**src/rtl/uart_pkg.sv**
```systemverilog
// Shared defaults and drain-state encoding for the UART transmit FIFO.
package uart_pkg;
    localparam int DATA_W_DEF = 8;
    localparam int DEPTH_DEF  = 8;

    typedef enum logic {
        IDLE      = 1'b0,
        WAIT_DONE = 1'b1
    } drain_state_t;
endpackage

```
**src/rtl/sync_fifo.sv**
```systemverilog
// Single-clock FIFO storage with read/write pointers and one shared occupancy count.
module sync_fifo #(
    parameter int DATA_W = 8,
    parameter int DEPTH  = 8
) (
    input  logic                     clk,
    input  logic                     rst,
    input  logic                     push,
    input  logic [DATA_W-1:0]        push_data,
    input  logic                     pop,
    output logic [DATA_W-1:0]        pop_data,
    output logic                     full,
    output logic                     empty,
    output logic [$clog2(DEPTH):0]   count
);
    localparam int AW = $clog2(DEPTH);
    localparam logic [AW:0] FULL_CNT = (AW+1)'(DEPTH);

    logic [DATA_W-1:0] mem [DEPTH];
    logic [AW-1:0]     wr_ptr;
    logic [AW-1:0]     rd_ptr;
    logic              do_push;
    logic              do_pop;

    // full/empty come from the registered count, so a pop never frees a slot for a same-cycle push
    assign full     = (count == FULL_CNT);
    assign empty    = (count == '0);
    assign do_push  = push && !full;
    assign do_pop   = pop && !empty;
    assign pop_data = mem[rd_ptr];

    always_ff @(posedge clk) begin
        if (do_push) begin
            mem[wr_ptr] <= push_data;
        end
    end

    always_ff @(posedge clk) begin
        if (rst) begin
            wr_ptr <= '0;
            rd_ptr <= '0;
            count  <= '0;
        end else begin
            if (do_push) begin
                wr_ptr <= wr_ptr + AW'(1);
            end
            if (do_pop) begin
                rd_ptr <= rd_ptr + AW'(1);
            end
            case ({do_push, do_pop})
                2'b10:   count <= count + (AW+1)'(1);
                2'b01:   count <= count - (AW+1)'(1);
                default: count <= count;
            endcase
        end
    end
endmodule

```
**src/rtl/uart_tx_fifo.sv**
```systemverilog
// Byte FIFO feeding a UART transmitter: pops one byte per frame, holding it until tx_done.
module uart_tx_fifo
    import uart_pkg::*;
#(
    parameter int DATA_W = DATA_W_DEF,
    parameter int DEPTH  = DEPTH_DEF
) (
    input  logic                     clk,
    input  logic                     rst,
    input  logic                     wr_en,
    input  logic [DATA_W-1:0]        wr_data,
    output logic                     full,
    output logic                     empty,
    output logic [$clog2(DEPTH):0]   count,
    output logic                     overflow,
    output logic                     tx_start,
    output logic [DATA_W-1:0]        tx_data,
    input  logic                     tx_done,
    output logic                     busy
);
    drain_state_t      state;
    logic              pop;
    logic [DATA_W-1:0] pop_data;

    assign pop  = (state == IDLE) && !empty;
    assign busy = (state == WAIT_DONE);

    sync_fifo #(
        .DATA_W (DATA_W),
        .DEPTH  (DEPTH)
    ) u_fifo (
        .clk       (clk),
        .rst       (rst),
        .push      (wr_en),
        .push_data (wr_data),
        .pop       (pop),
        .pop_data  (pop_data),
        .full      (full),
        .empty     (empty),
        .count     (count)
    );

    always_ff @(posedge clk) begin
        if (rst) begin
            state    <= IDLE;
            tx_start <= 1'b0;
            tx_data  <= '0;
            overflow <= 1'b0;
        end else begin
            tx_start <= 1'b0;
            if (wr_en && full) begin
                overflow <= 1'b1;
            end
            case (state)
                IDLE: begin
                    if (pop) begin
                        tx_data  <= pop_data;
                        tx_start <= 1'b1;
                        state    <= WAIT_DONE;
                    end
                end
                WAIT_DONE: begin
                    if (tx_done) begin
                        state <= IDLE;
                    end
                end
                default: state <= IDLE;
            endcase
        end
    end
endmodule

```
**config.mk**
```make
export PLATFORM = sky130hd
export DESIGN_NAME = uart_tx_fifo
export DESIGN_NICKNAME = d
export VERILOG_FILES = /design/src/rtl/uart_pkg.sv /design/src/rtl/sync_fifo.sv /design/src/rtl/uart_tx_fifo.sv
export SDC_FILE = /design/constraint.sdc
export NUM_CORES = 1
export LEC_CHECK = 0
export BUFFER_PORTS_ARGS = -buffer_cell sky130_fd_sc_hd__buf_2
export CORE_UTILIZATION = 57
export CTS_BUF_LIST = sky130_fd_sc_hd__clkbuf_4 sky130_fd_sc_hd__clkbuf_8
export CTS_CLUSTER_SIZE = 14
export DETAILED_ROUTE_END_ITERATION = 7
export PLACE_DENSITY_LB_ADDON = 0.12
export REMOVE_ABC_BUFFERS = 1
export SYNTH_ARGS = -nofsm -noshare
export SYNTH_HDL_FRONTEND = slang
export SYNTH_SLANG_ARGS = --single-unit
```
**constraint.sdc**
```tcl
create_clock -name clk -period 3.1 [get_ports clk]
set_clock_uncertainty 0.2 [all_clocks]
set_input_delay 0.775 -clock clk [delete_from_list [all_inputs] [get_ports clk]]
set_output_delay 0.775 -clock clk [all_outputs]
set_load 0.05 [all_outputs]
```
# After elaboration in Yosys (flattened, before gate mapping)
# Memories as Yosys holds them, arrays and structs flattened. A register that Yosys moved wholly into a read port is not among the register bits.
# Index checks and enable logic that the tools add are counted.
# totals
register_bits	13
latch_bits	0
mem_bits_rw	64
romBits	0
in_bits	12
output_inout_bits	17
elab_cells	31
memories	1
# classes
add_sub_neg	4
mul	0
div_mod_pow	0
order_cmp	0
eq_ne	3
shift	0
muxes	6
bitwise_logic	1
n_reduce_logical	10
# mem_list
name	depth	word_bits	rd	rd_clocked_by_memory_dff	wr	line	source
u_fifo.mem	8	8	1	1	1	sync_fifo.sv:19	logic [DATA_W-1:0] mem [DEPTH];
# op_table
cell	count
one-hot mux 4 bit (2 select lines)	1
adder 3 x 1 -> 3 bit (second input constant)	2
adder 4 x 1 -> 4 bit (second input constant)	1
== test 4 bit (second input constant)	1
logical AND 1 bit	4
logical NOT 4 bit	1
2-to-1 mux 1 bit	4
subtractor 4 x 1 -> 4 bit (second input constant)	1
== test 2 x 1 -> 1 bit (second input constant)	1
== test 2 bit (second input constant)	1
logical NOT 1 bit	2
one-hot mux 1 bit (2 select lines)	1
AND reduction 2 bit	1
nonzero test 2 bit	1
OR reduction 2 bit	1
inverter 1 bit	1

# Depth between registers and ports, before layout
# Gate-level depths: netlist (run 1).
# logic_depth
word_depth	6
depth_mapped	11
depth_no_buf	10

# Cells and area by module
# From an unflattened synthesis (run 1), not the netlist that was laid out.
# unflattened
hier_cells	212
area_unflattened_um2	3553.4
# by_module_without_submodules
mod	instances	cells_each	area_each_um2	seq_area_each_um2
sync_fifo	1	167	3126.7	2182.1
uart_tx_fifo	1	45	426.7	220.2

# Worst setup path before layout (run 1)
# No wires, ideal clock.
# synth_path
path_kind	register to register
from	reg u_fifo.count[0]
to	reg u_fifo.count[3]
setup_ns	0.121
t_arrival_ns	2.823
required_ns	2.779
slack_ns	-0.044
path_stages_with_launch	9
n_path_buf	1
period_less_slack_ns	3.144
path_cell_list	dfxtp_1 -> or4_4 -> clkinv_2 -> nor2_1 -> buf_2 -> ha_1 -> or3_1 -> o32ai_1 -> mux2_2
# synth_between
elab_chain_len	6
word_cells_on_any_way	13
cone_classes	add/sub (2); eq/ne (3); mux (1); reduce/logical (7)
# synth_lines
element	line	source
from (decl)	sync_fifo.sv:14	output logic [$clog2(DEPTH):0] count
from (signal assigned)	sync_fifo.sv:51	2'b10: count <= count + (AW+1)'(1);
from (signal assigned)	sync_fifo.sv:52	2'b01: count <= count - (AW+1)'(1);
from (signal assigned)	sync_fifo.sv:53	default: count <= count;
logical NOT 4 bit *	sync_fifo.sv:27	assign empty = (count == '0);
named net empty	uart_tx_fifo.sv:13	output logic empty,
logical NOT 1 bit *	uart_tx_fifo.sv:25	assign pop = (state == IDLE) && !empty;
logical AND 1 bit *	uart_tx_fifo.sv:25	
named net pop	uart_tx_fifo.sv:22	logic pop;
logical AND 1 bit *	sync_fifo.sv:29	assign do_pop = pop && !empty;
== test 2 x 1 -> 1 bit / == test 2 bit (equally long branches)	sync_fifo.sv:50	case ({do_push, do_pop})
one-hot mux 4 bit (2 select lines) / nonzero test 2 bit (equally long branches)	-	
# The timed path passes the listed nets; every way through them passes the cells marked *.
# A chain may end at the register's enable or synchronous reset.

# Worst setup path after layout (run 1)
# layout_path
from	reg u_fifo.count[0]
to	reg u_fifo.count[3]
# layout_between
elab_chain_len	6
word_cells_on_any_way	13
cone_classes	add/sub (2); eq/ne (3); mux (1); reduce/logical (7)
# layout_lines
element	line
logical NOT 4 bit	sync_fifo.sv:27
logical NOT 1 bit	sync_fifo.sv:29, uart_tx_fifo.sv:25
logical AND 1 bit	uart_tx_fifo.sv:25
logical AND 1 bit	sync_fifo.sv:29
== test 2 x 1 -> 1 bit / == test 2 bit (equally long branches)	sync_fifo.sv:50
one-hot mux 4 bit (2 select lines) / nonzero test 2 bit (equally long branches)	-
# Parallel ways exist; a longest one is shown, timed or not.

==> results of run 1 <==
[where the power goes]
part	internal, W	total (W)	switching (W)
clock	0.000456	0.000843	0.000387
combinational	0.000492	0.00138	0.000884
sequential	0.00137	0.00150	0.000129
[cells in the mapped netlist (all sizes together)]
| library cell | count | area [um^2] |
|---|---|---|
| o22ai | 8 | 50.1 |
| or4 | 1 | 11.3 |
| ha | 5 | 62.6 |
| nor4 | 1 | 6.26 |
| nand2 | 4 | 17.5 |
| clkinv | 1 | 5.00 |
| o21ai | 2 | 10.0 |
| nor2b | 4 | 25.0 |
| nor2 | 21 | 78.8 |
| nand3 | 5 | 25.0 |
| nor3 | 13 | 105 |
| or4b | 1 | 10.0 |
| dfxtp | 21 | 420 |
| o32ai | 1 | 8.76 |
| mux4 | 16 | 360 |
| clkbuf | 4 | 15.0 |
| inv | 3 | 11.3 |
| xnor2 | 1 | 8.76 |
| or3 | 3 | 18.8 |
| edfxtp | 64 | 1920 |
| nand2b | 2 | 12.5 |
| buf | 5 | 36.3 |
| mux2 | 1 | 11.3 |
| mux2i | 1 | 10.0 |
| xor2 | 6 | 52.6 |
| a21oi | 7 | 35.0 |
| a31oi | 1 | 6.26 |
[path summary, 6_finish.rpt]
path                                       end  slack [ns]  cells past startpoint
setup / recovery  u_fifo.count[3]$_SDFFE_PP0P_        0.28                      6
setup reg to reg  u_fifo.count[3]$_SDFFE_PP0P_        0.28                      6
hold / removal           overflow$_SDFFE_PP0P_        0.28                      2
hold reg to reg          overflow$_SDFFE_PP0P_        0.28                      2
[worst max-delay path, cell delays in order (launching register included)]
cell and delay, ns:
dfxtp_1 0.38, or4b_1 0.64, nand2_2 0.21, ha_1 0.33
or3_1 0.41, o32ai_1 0.16, mux2_2 0.37
[placed cells by master (no fill, tap or decap), drive strengths merged, types with 6 or more instances in the layout]
cell	instances
edfxtp	64
a21oi	7
nor2	21
o22ai	8
clkbuf	9
mux4	16
buf	38
dfxtp	21
xor2	6
nor3	13
[logic make-up after synthesis]
family / after synthesis / synth area share (%)
AO/OA/AOI/OAI: 19 / 3.30
XOR/XNOR: 7 / 1.84
adder cells (fa/ha/maj): 5 / 1.88
buffers and inverters: 13 / 2.03
flip-flops: 85 / 70.2
multiplexers: 18 / 11.4
AND/OR/NAND/NOR: 55 / 9.30
[metrics by stage]
stage	power [W]	utilization, %
final	0.00372	68.4
after global routing	0.00392	68.4
after CTS	0.00375	68.4
after detailed placement	0.00291	64.4
after global placement	0.00285	64.4
after floorplan	0.00255	-
[layer usage]
layer | wire length [um] | share of wire, % | global-route usage, % | vias to the layer above
met4 | 97 | 1.6 | 9.44 | 0
met1 | 2490 | 41 | 29.4 | 893
met2 | 3110 | 51 | 36.2 | 73
li1 | - | - | - | 861
met5 | 0 | 0 | 0 | -
met3 | 439 | 7.2 | 5.12 | 9
[final cells by class]
class	instances	area, um^2
well taps	72	90.1
inverters	4	16.3
clock buffers	9	124
repair buffers	38	215
flip-flops and latches	85	2340
clock inverters	7	97.6
multi-input cells	104	926
fillers	387	1760
[registers in the layout (all words and copies together), names as in the netlist]
name / count
u_fifo.rd_ptr: 3
u_fifo.count: 4
busy: 1
u_fifo.mem: 64
tx_start: 1
overflow: 1
u_fifo.wr_ptr: 3
tx_data: 8
==> metrics.yaml, run 1 <==
yosysUniqueCellTypes: 31
worstSetupStartpointType: "flop"
clk_pin_slew_ns: 0.08
start_util_pct: 59.8
fp.dieW_um: 78.5
fmax_mhz: 355
firstDrtPassIters: 4
finalHoldViolCount: 0
crit_required_ns: 3.13
min_path_type: "reg2reg"
cts-resized-gates: 0
cts_tree: "built"
grt_max_degree: 23
dp_cells: 303
drt-initial-drc-count: 164
status: "completed"
dr_total_vias: 1836
netlist_instances: 202
setup_viol: 0
worstMarginPinSlew_ns: 0.881
rr_startpoint: "u_fifo.count[0]$_SDFFE_PP0P_"
drive_gt1_share_pct: 32.8
dp_hpwl_um: 3890
min_from: "overflow$_SDFFE_PP0P_"
drc: 0
cts.path.max_buffers: 2
boundaryPins: 29
die-height_um: 78.5
ant_nets: 0
critPathLaunch: "u_fifo.count[0]$_SDFFE_PP0P_"
pwr_density_cell_nw_per_um2: 975
cap_violations: 0
syn2layout_area_growth_pct: 14.3
grt_first_pass_wirelength_um: 9700
vdd_drop_max_mv: 0.693
routedWlPerCell_um: 19.2
rows: 27
routed_wirelength_um: 6130
clock_latency_ns: 0.34
synth_area_per_cell_um2: 16.5
stdcell_count: 319
nNetsFinal: 259
ys_ff_latch: 85
rsz0062_at_grt: "no"
overflow: 0
post_cts_buffers: 0
pre_cts_ws_ns: 0.318
grt_pass1_vias: 1887
critical_path_arrival_ns: 2.85
worst-setup-path-type: "reg2reg"
cts.htree.levels: 3
fin_crit_ns: 2.82
die_area_um2: 6160
power.leakage_nw: 1.36
maxSlewViolCount: 0
gp_congestion: 0.821
setup_tns_ns: 0
yosysWarnings: 0
fin_area_um2: 3810
via_per_inst: 5.76
cts_hold_buf: 0
hold-worst-slack_ns: 0.277
fin_ws_ns: 0.281
diodes: 0
antenna_found_initial: 0
fin_crit_sh_pct: 90.9
core_um2: 5570
cp-end-kind: "flop"
crit_fanout: 8
synth_area_um2: 3340
synth_seq_area_share_pct: 70.2
placement.cell_area_um2: 3590
slew_headroom_pct: 41.2
cts_sinks: 85
grt_usage_pct: 22.4
port_buffers: 28
cts_root_buf: "clkbuf_8"
cts_inserted_buffers: 9
(Power assumes the default switching activity.)
==> run 2, diff against run 1 <==
- CORE_ASPECT_RATIO: default -> 0.7
- CORE_UTILIZATION: 57 -> 39
==> run 2 against run 1 <==
Effect of this change:
- total power about the same
- sequential share of layout area down 0.80 points
- critical path depth unchanged
- final cell count up 9.7%
- routed wire length up 3.3%
- maximum frequency down 0.78%
- non-clock buffer count up 2
- combinational power about the same
- global-route usage down 6.1 points
==> metrics.yaml, run 2 (synthesis results as in run 1) <==
critical_path_arrival_ns: 2.90  # +0.05 ns
rr_endpoint: "u_fifo.count[3]$_SDFFE_PP0P_"
reg2regPathDepth: 6  # unchanged
grt_usage_pct: 16.3  # -6.1 points
core_um2: 8070  # +45%
p_comb_share_pct: 37.3  # +0.3 points
start_util_pct: 41.3  # -19 points
cts_inserted_buffers: 9  # unchanged
crit_chain: "or4b_1, nand2_2, ha_1, or3_1, o32ai_1, mux2_2"
diodes: 0  # unchanged
rsz0062_at_grt: "no"
gp_congestion: 0.712  # -13%
cap_violations: 0  # unchanged
die-height_um: 79.4  # +1.1%
fp.dieW_um: 113  # +43%
power_switching_w: 0.00140  # +0.21%
cts_sinks: 85  # unchanged
worstMarginPinSlew_ns: 0.958  # +0.0775 ns
cts.htree.levels: 3  # unchanged
n_fill_cell: 677  # +75%
slew_headroom_pct: 36.0  # -5.2 points
grt_pass1_vias: 1778  # -5.8%
vdd_drop_max_mv: 0.411  # -41%
rows: 27  # unchanged
drive_gt1_share_pct: 33.7  # +0.94 points
die_area_um2: 8930  # +45%
fmax_mhz: 352  # -0.78%
rr_startpoint: "u_fifo.count[0]$_SDFFE_PP0P_"
largest_reg_flops: 64  # unchanged
post_cts_buffers: 0  # unchanged
nNetsFinal: 261  # +0.77%
cts_root_buf: "clkbuf_8"
fin_crit_sh_pct: 91.6  # +0.71 points
power_w: 0.00372  # about the same
hold-worst-slack_ns: 0.276  # -0.00102 ns
cts_tree: "built"
setup_viol: 0  # unchanged
antenna_found_initial: 0  # unchanged
crit_end: "u_fifo.count[3]$_SDFFE_PP0P_"
dp_hpwl_um: 4030  # +3.6%
cp-end-kind: "flop"
status: "completed"
path_delay_family: "simple AND/OR/NAND/NOR gates"
cts-resized-gates: 0  # unchanged
largestRegisters: "u_fifo.mem x64, tx_data x8, u_fifo.count x4"
port_buffers: 28  # unchanged
cp_slowest_cell: "or4b_1"
drt-initial-drc-count: 106  # -35%
drc: 0  # unchanged
clkPwrFrac_pct: 22.5  # -0.2 points
clock_latency_ns: 0.36  # +0.02 ns
p_seq_share_pct: 40.2  # about the same
crit_required_ns: 3.15  # +0.02 ns
grt_first_pass_wirelength_um: 10200  # +4.8%
swShare_pct: 37.7  # +0.044 points
regMostFlops: "u_fifo.mem"
fin_crit_ns: 2.84  # +0.0220 ns
crit_fanout: 8  # unchanged
critPathLaunch: "u_fifo.count[0]$_SDFFE_PP0P_"
grt_max_degree: 23  # unchanged
overflow: 0  # unchanged
firstDrtPassIters: 4  # unchanged
cts_hold_buf: 0  # unchanged
intPower_w: 0.00232  # about the same
clk_pin_slew_ns: 0.08  # about the same
dr_total_vias: 1799  # -2.0%
boundaryPins: 29  # unchanged
finalHoldViolCount: 0  # unchanged
worstSetupStartpointType: "flop"
critPathBufInv: 0  # unchanged
via_per_inst: 5.14  # -11%
power.leakage_nw: 1.37  # +0.78%
routed_wirelength_um: 6330  # +3.3%
crit_cells: 6  # unchanged
syn2layout_area_growth_pct: 15.8
min_path_type: "reg2reg"
rrSetupSlack_ns: 0.26  # -0.02 ns
ant_nets: 0  # unchanged
worst-setup-path-type: "reg2reg"
slowest_delay_ns: 0.66  # +0.02 ns
maxSlewViolCount: 0  # unchanged
routedWlPerCell_um: 18.1  # -5.9%
pwr_density_cell_nw_per_um2: 964  # -1.2%
cts.path.max_buffers: 2  # unchanged
final_cell_mix: "64 x edfxtp_1, 28 x buf_2, 21 x nor2_1, 21 x dfxtp_1, 16 x mux4_2"
layout_commonest_cell: "edfxtp_1"
[run 2: worst min path at each step]
stage / to / depth (start not counted) / from / slack (ns)
2_1_floorplan: u_fifo.wr_ptr[1]$_SDFFE_PP0P_ / 2 / u_fifo.wr_ptr[1]$_SDFFE_PP0P_ / 0.29
3_3_place_gp: overflow$_SDFFE_PP0P_ / 2 / overflow$_SDFFE_PP0P_ / 0.25
3_5_place_dp: overflow$_SDFFE_PP0P_ / 2 / overflow$_SDFFE_PP0P_ / 0.25
4_1_cts: overflow$_SDFFE_PP0P_ / 2 / overflow$_SDFFE_PP0P_ / 0.27
5_1_grt: tx_data[0]$_SDFFE_PP0P_ / 2 / tx_data[0]$_SDFFE_PP0P_ / 0.35
6_report: overflow$_SDFFE_PP0P_ / 2 / overflow$_SDFFE_PP0P_ / 0.28
[run 2: power groups by stage]
stage / logic [W] / clock network (W) / registers [W]
after floorplan: 0.000741 / 0 / 0.00181
after detailed placement: 0.00140 / 0 / 0.00153
after CTS: 0.00140 / 0.000856 / 0.00150
after global routing: 0.00152 / 0.000903 / 0.00152
final: 0.00139 / 0.000836 / 0.00150
after global placement: 0.00140 / 0 / 0.00152
[run 2: worst reg2reg max path, delay by kind of cell, from the launching register on]
| kind | cells | cell delay (ns) |
|---|---|---|
| AND/OR/NAND/NOR | 3 | 1.27 |
| flip-flops | 1 | 0.38 |
| multiplexers | 1 | 0.37 |
| adder cells (fa/ha/maj) | 1 | 0.34 |
| AO/OA/AOI/OAI | 1 | 0.16 |
[run 2: layer usage]
layer / wire length [um] / part of all wire (%) / vias to the layer above / track usage (%)
met3: 292 / 4.6 / 8 / 5.54
met2: 2850 / 45 / 36 / 25.4
met5: 0 / 0 / - / 0
met4: 74 / 1.2 / 0 / 5.60
met1: 3110 / 49 / 891 / 21.4
li1: - / - / 864 / -
[run 2: area by class of cell]
type	instances	area (um^2)	share of cell area, %
Sequential cell	85	2340	60.7
Multi-Input combinational cell	104	932	24.1
Timing Repair Buffer	40	230	5.96
Tap cell	101	126	3.27
Clock buffer	9	124	3.21
Clock inverter	7	90.1	2.33
Inverter	4	16.3	0.421
[run 2: per-stage QoR]
step | instances | setup TNS [ns] | setup WS, ns | utilization, % | cell area [um^2]
after CTS | 350 | 0 | 0.272 | 47.8 | 3860
after floorplan | 193 | -0.339 | -0.180 | - | 3280
after global routing | 350 | 0 | 0.0920 | 47.8 | 3860
after global placement | 334 | 0 | 0.335 | 45.2 | 3650
final | 350 | 0 | 0.259 | 47.8 | 3860
after detailed placement | 334 | 0 | 0.294 | 45.2 | 3650
